**src/rtl/wb_frame_fetch_pkg.sv**
```systemverilog
// Shared types for the Wishbone frame fetcher: FSM state encoding and address helpers.
package wb_frame_fetch_pkg;

    typedef enum logic [1:0] {
        ST_IDLE = 2'd0,
        ST_REQ  = 2'd1,
        ST_GAP  = 2'd2,
        ST_WAIT = 2'd3
    } fetch_state_t;

    localparam logic [31:0] WORD_BYTES = 32'd4;

    // Bus is word-wide; the byte offset of the start address is discarded.
    function automatic logic [31:0] word_align(input logic [31:0] a);
        return {a[31:2], 2'b00};
    endfunction

endpackage

```
**src/rtl/wb_fetch_fifo.sv**
```systemverilog
// Synchronous 32-bit FIFO with count-based full/empty; head word is read straight from storage.
module wb_fetch_fifo #(
    parameter int aw = 4
) (
    input  logic        clk,
    input  logic        reset_n,
    input  logic        wr_en,
    input  logic [31:0] wr_dat,
    input  logic        rd_en,
    output logic [31:0] rd_dat,
    output logic        empty,
    output logic [aw:0] count
);
    localparam logic [aw:0] full_cnt = {1'b1, {aw{1'b0}}};

    logic [31:0]   mem [1 << aw];
    logic [aw-1:0] wr_ptr;
    logic [aw-1:0] rd_ptr;
    logic          do_wr;
    logic          do_rd;

    assign empty  = (count == '0);
    assign do_wr  = wr_en & (count != full_cnt);
    assign do_rd  = rd_en & ~empty;
    assign rd_dat = mem[rd_ptr];

    always_ff @(posedge clk) begin
        if (do_wr) mem[wr_ptr] <= wr_dat;
    end

    always_ff @(posedge clk or negedge reset_n) begin
        if (!reset_n) begin
            wr_ptr <= '0;
            rd_ptr <= '0;
            count  <= '0;
        end else begin
            if (do_wr) wr_ptr <= wr_ptr + 1'b1;
            if (do_rd) rd_ptr <= rd_ptr + 1'b1;
            case ({do_wr, do_rd})
                2'b10:   count <= count + 1'b1;
                2'b01:   count <= count - 1'b1;
                default: count <= count;
            endcase
        end
    end

endmodule

```
**src/rtl/wb_frame_fetch.sv**
```systemverilog
// Wishbone classic read master: fetches len words from base_adr upward into a FIFO
// and streams them out on a valid/ready interface.
module wb_frame_fetch
    import wb_frame_fetch_pkg::*;
#(
    parameter int fifo_aw   = 4,
    parameter int len_width = 16
) (
    input  logic                 clk,
    input  logic                 reset_n,
    input  logic                 start,
    input  logic [31:0]          base_adr,
    input  logic [len_width-1:0] len,
    output logic                 busy,
    output logic                 done,
    output logic                 err,
    output logic [31:0]          wb_adr_o,
    output logic [31:0]          wb_dat_o,
    output logic [3:0]           wb_sel_o,
    output logic                 wb_we_o,
    output logic                 wb_cyc_o,
    output logic                 wb_stb_o,
    input  logic                 wb_ack_i,
    input  logic                 wb_err_i,
    input  logic                 wb_rty_i,
    input  logic [31:0]          wb_dat_i,
    output logic [31:0]          out_dat,
    output logic                 out_valid,
    input  logic                 out_ready
);
    localparam logic [fifo_aw:0] fifo_depth = {1'b1, {fifo_aw{1'b0}}};

    fetch_state_t         state;
    logic [31:0]          adr;
    logic [len_width-1:0] remaining;
    logic                 cyc;
    logic [fifo_aw:0]     fifo_count;
    logic                 fifo_empty;
    logic                 fifo_wr;
    logic                 room;

    assign room     = (fifo_count < fifo_depth);
    // cyc is only ever high in REQ, so it qualifies the termination inputs.
    assign fifo_wr  = cyc & wb_ack_i & ~wb_err_i;

    assign wb_adr_o  = adr;
    assign wb_dat_o  = 32'h0;
    assign wb_we_o   = 1'b0;
    assign wb_cyc_o  = cyc;
    assign wb_stb_o  = cyc;
    assign wb_sel_o  = cyc ? 4'hF : 4'h0;
    assign out_valid = ~fifo_empty;

    always_ff @(posedge clk or negedge reset_n) begin
        if (!reset_n) begin
            state     <= ST_IDLE;
            adr       <= '0;
            remaining <= '0;
            cyc       <= 1'b0;
            busy      <= 1'b0;
            done      <= 1'b0;
            err       <= 1'b0;
        end else begin
            done <= 1'b0;
            err  <= 1'b0;
            case (state)
                ST_IDLE: begin
                    if (start) begin
                        if (len != '0) begin
                            adr       <= word_align(base_adr);
                            remaining <= len;
                            busy      <= 1'b1;
                            state     <= ST_WAIT;
                        end else begin
                            done <= 1'b1;
                        end
                    end
                end
                ST_WAIT: begin
                    if (room) begin
                        cyc   <= 1'b1;
                        state <= ST_REQ;
                    end
                end
                ST_REQ: begin
                    if (wb_err_i) begin
                        cyc   <= 1'b0;
                        busy  <= 1'b0;
                        err   <= 1'b1;
                        state <= ST_IDLE;
                    end else if (wb_ack_i) begin
                        cyc       <= 1'b0;
                        adr       <= adr + WORD_BYTES;
                        remaining <= remaining - 1'b1;
                        if (remaining == len_width'(1)) begin
                            done  <= 1'b1;
                            busy  <= 1'b0;
                            state <= ST_IDLE;
                        end else begin
                            state <= ST_GAP;
                        end
                    end else if (wb_rty_i) begin
                        cyc   <= 1'b0;
                        state <= ST_GAP;
                    end
                end
                ST_GAP: begin
                    // The gap cycle doubles as the room check so a free FIFO sees one
                    // word per two clocks; only a full FIFO parks the FSM in WAIT.
                    if (room) begin
                        cyc   <= 1'b1;
                        state <= ST_REQ;
                    end else begin
                        state <= ST_WAIT;
                    end
                end
                default: state <= ST_IDLE;
            endcase
        end
    end

    wb_fetch_fifo #(
        .aw(fifo_aw)
    ) u_fifo (
        .clk    (clk),
        .reset_n(reset_n),
        .wr_en  (fifo_wr),
        .wr_dat (wb_dat_i),
        .rd_en  (out_ready),
        .rd_dat (out_dat),
        .empty  (fifo_empty),
        .count  (fifo_count)
    );

endmodule

```
**config.mk**
```make
export PLATFORM = sky130hd
export DESIGN_NAME = wb_frame_fetch
export DESIGN_NICKNAME = d
export VERILOG_FILES = /design/src/rtl/wb_frame_fetch_pkg.sv /design/src/rtl/wb_fetch_fifo.sv /design/src/rtl/wb_frame_fetch.sv
export SDC_FILE = /design/constraint.sdc
export NUM_CORES = 1
export LEC_CHECK = 0
export ABC_AREA = 1
export CORE_MARGIN = 4
export CORE_UTILIZATION = 40
export DETAILED_ROUTE_END_ITERATION = 10
export PLACE_DENSITY = 0.67
export SLEW_MARGIN = 20
export SYNTH_ARGS = -nofsm -noshare
export SYNTH_HDL_FRONTEND = slang
export SYNTH_SLANG_ARGS = --single-unit
export TNS_END_PERCENT = 30
```
**constraint.sdc**
```tcl
create_clock -name clk -period 4.9 [get_ports clk]
set_clock_uncertainty 0.05 [all_clocks]
set_input_delay 0.49 -clock clk [delete_from_list [all_inputs] [get_ports clk]]
set_output_delay 0.49 -clock clk [all_outputs]
set_load 0.005 [all_outputs]
```
==> impl.org <==
** Worst setup path
- Most common cell type on the critical path :: sky130_fd_sc_hd__nor2_1
- Data on the critical path is required at its endpoint by 4.36 ns.
- The worst setup path is captured at an output pin.
- For the worst setup path, the data arrival time is 3.34 ns.
- The setup check on the worst reg-to-reg path leaves a slack of 1.98 ns.
- The most critical setup path has its startpoint at u_fifo.rd_ptr[0].
- Grouping stages by cell kind, the critical path spends the most delay in buffers and inverters.
- The startpoint identified for the worst register-to-register timing path is wb_cyc_o.
- Worst R2R Path Depth :: 7
- The largest individual stage delay along the critical path comes from the cell sky130_fd_sc_hd__clkdlybuf4s50_1.
- Destination of the worst register-to-register timing path :: u_fifo.mem[5][26]
- Counting both buffers and inverters, the worst setup path holds a total of 3.
- Biggest cell delay along the critical path :: 0.55 ns
- Along the worst path, the maximum fanout reaches 123.
- The worst setup path is launched from a flop.
- The setup path with the least slack is of type flop to output pin.
- The signal on the critical path passes through inv_8 -> buf_4 -> nor2_1 -> nor2_1 -> o21ai_1 -> o211ai_1 -> nand3_1 -> nand2_1 -> clkdlybuf4s50_1.

** Detailed routing
- Number of DRC markers after the initial detailed-route iteration :: 1432
- Top layer reached by signal wires :: met5
- The routed design has 62500 um of wire.
- For this run, design rule violations remaining after detail routing come to 0.
- Summed over all nets, wire length on met3 after detailed routing comes to 3960 um.
- The first detailed-routing pass ran for 5 iterations.
- Metal1 wirelength :: 26300 um
- Total met2 wirelength after detailed routing :: 30600 um
- Detailed-route wire length per cell :: 19.0 um
- Via count :: 17400
- Via/cell ratio :: 5.27
- The count of nets left with antenna violations once routing finished came out at 0.

** Placed design
- During placement, the flow inserted port buffers numbering 156.
- The number of placed instances, taps included, is 3176.
- The wire-length estimate of the detail-placed layout is 35500 um.
- Routability-driven placement finished with a final weighted congestion of 0.905.

** Clock tree
- Clk_lat worst skew :: 0.63 ns
- Count of cells resized by post-cts repair :: 0
- Cell at the root of the clock tree :: sky130_fd_sc_hd__clkbuf_16
- Counting the buffers created by CTS gives 61.
- Num Clock Sinks :: 577
- Max Buffers Root-to-Sink :: 3
- Clock-pin transition on the worst setup and hold timing paths :: 0.06 ns
- TritonCTS built the clock tree.
- H-tree Lvls :: 2

** STA
- Number of max-slew violations in the final report :: 0
- Rel. slew slack :: 20.5%
- Setup repair after global routing left no endpoint under its margin.
- In the finished design, the share of the clock period the worst path needs comes to 79.2%.
- Count of final setup violators :: 0
- The count of endpoints failing hold in the final timing report came to 0.
- Adding up every negative setup slack in the final design gives 0 ns.
- Minimum hold slack :: 0.415 ns
- Timing would allow up to 0.258 GHz.
- At the pin with the least slew margin, the transition time is 1.19 ns.
- The worst path needs 3.88 ns of the cycle, external delays included.

** Synth
- The number of different library cells used by synthesis comes to 36.
- Sequential cells were found to cover 67.9% of the synthesized design area.
- Mean instance size in the synthesized netlist :: 11.0 um^2
- Post-synthesis instance area :: 0.0250 mm^2
- Warnings, synthesis :: 0
- After technology mapping, the gate count stands at 2278.
- Counting flops and latches in the post-synthesis netlist gives 577.

** Floorplan
- The die is 258 um tall.
- Placement Rows :: 91
- Std-Cell Core Area :: 0.0618 mm^2
- For this configuration, the core starts out at a cell density of 40.5%.
- In this run the count of I/O pins placed on the die edge is 194.
- Total Die Area :: 0.0666 mm^2
- Measured along the x axis, the die boundary spans 258 um.

** Final layout
- Leaving out fill and tap cells, the most frequent cells in the layout are 512 x sky130_fd_sc_hd__edfxtp_1, 506 x sky130_fd_sc_hd__nor2_1, 349 x sky130_fd_sc_hd__nand2_1, 181 x sky130_fd_sc_hd__o21ai_0, 155 x sky130_fd_sc_hd__clkdlybuf4s50_1.
- Synthesis-to-finish area growth :: 17.3%
- Fraction of layout instances using a drive strength above 1 :: 6.56%
- Excluding fillers, the count of instances in the completed layout stands at 3292.
- Net count, final :: 2503
- Most common library cell in the layout ignoring fill and taps :: sky130_fd_sc_hd__edfxtp_1
- Antenna Cells :: 0

** Global route
- All-Layer GR Usage :: 18.2%
- For this run the aggregate overflow at the end of global routing stands at 0.
- Largest net degree at the start of global routing :: 259
- Via count of the first global-routing pass :: 16900
- First-pass GRT wire length :: 96800 um
- Initial antenna violation count :: 4

** Power and ir drop
- Part of the power in combinational logic :: 35.8%
- The completed layout was analyzed and its total power is 17.0 mW.
- In this run the power density over the cells is 578 mW/mm^2.
- Part of the power in the clock network :: 27.2%
- Leakage component of the power :: 10.1 nW
- Largest voltage drop on the vdd net :: 0.514 mV
- Share of total power consumed by net switching :: 36.6%
- Internal power comes to 10.8 mW.
- Psw :: 6.20 mW
- Sequential cells account for 37.0% of the total power.

** Run
- The tool flagged a number of max-cap violations equal to 0.

** Hold path
- Worst min path class :: input pin to asynchronous set/reset pin

** Run status
- The run finished with clean final reports.
## how the worst max path moves through the flow
| stage | endpoint | cells past startpoint | slack, ns |
|---|---|---|---|
| 2_1_floorplan | u_fifo.mem[0][0] | 6 | 2.03 |
| 3_3_place_gp | u_fifo.mem[5][22] | 8 | 1.39 |
| 3_5_place_dp | u_fifo.mem[5][22] | 8 | 1.36 |
| 4_1_cts | out_dat[23] | 9 | 1.00 |
| 5_1_grt | out_dat[29] | 6 | 0.81 |
| 6_report | out_dat[28] | 9 | 1.02 |
## kinds of logic after synthesis
family	count (synthesis)	synth area share [%]
AOI/OAI and AO/OA	464	10.6
xor gates and xnor gates	11	0.385
adders and majority gates	13	0.680
buffers and inverters	220	4.52
DFF	577	67.9
other	1	0.0150
and+or+nand+nor	992	15.9
## metrics by stage
stage	instance area [um^2]	utilization [%]	setup slack, ns
floorplan	25200	-	2.03
global route	29400	47.5	0.806
detailed placement	27300	44.2	1.36
global placement	27300	44.2	1.39
finish	29400	47.5	1.02
CTS	29400	47.5	1.00
## cells in the mapped netlist, drive strengths merged
cell | n | share of area, %
a21boi | 1 | 0.030
a21oi | 4 | 0.080
and2 | 1 | 0.025
buf | 100 | 2.7
clkbuf | 63 | 0.94
clkinv | 4 | 0.060
conb | 1 | 0.015
dfrtp | 65 | 6.5
edfxtp | 512 | 61
fa | 1 | 0.080
ha | 12 | 0.60
inv | 53 | 0.79
nand2 | 349 | 5.2
nand3 | 88 | 1.8
nand3b | 15 | 0.45
nand4 | 8 | 0.26
nor2 | 526 | 7.9
nor3 | 4 | 0.10
nor4 | 1 | 0.025
o211ai | 128 | 3.8
o21ai | 328 | 6.6
o21bai | 1 | 0.030
o22a | 1 | 0.035
o22ai | 1 | 0.025
xnor2 | 4 | 0.14
xor2 | 7 | 0.24
## state kept, by name (all words and copies together) (netlist names)
| name | count |
|---|---|
| u_fifo.mem | 512 |
| wb_adr_o | 30 |
| remaining | 16 |
| u_fifo.count | 5 |
| u_fifo.rd_ptr | 4 |
| u_fifo.wr_ptr | 4 |
| state | 2 |
| busy | 1 |
| done | 1 |
| err | 1 |
| wb_cyc_o | 1 |
## cell type report
type                       instances  area, um^2
fill                            5499       32500
sequential                       577       17000
multi-input combinational       1515        7150
timing repair buffer             191        1910
clock buffer                      75        1600
tap                              837        1050
clock inverter                    40         415
inverter                          57         221
## what timing repair did
item	4_1_cts	5_1_grt
hold buffers	1	0
setup buffers	0	0
endpoints found under the hold margin	29	0
## power groups by stage
stage	combinational, mW	sequential (mW)	clock, mW
finish	6.07	6.28	4.60
floorplan	4.06	6.13	0
detailed placement	6.10	6.37	0
CTS	6.14	6.27	4.69
global route	6.83	6.34	4.91
global placement	5.96	6.35	0
## layer usage
metal  vias to the layer above  track usage [%]
met5                         -                0
met4                         8             5.31
met3                       113             3.08
met2                       565             30.8
met1                      8502             24.4
li1                       8176                -
Note: power is estimated with default switching activity, not from simulation.
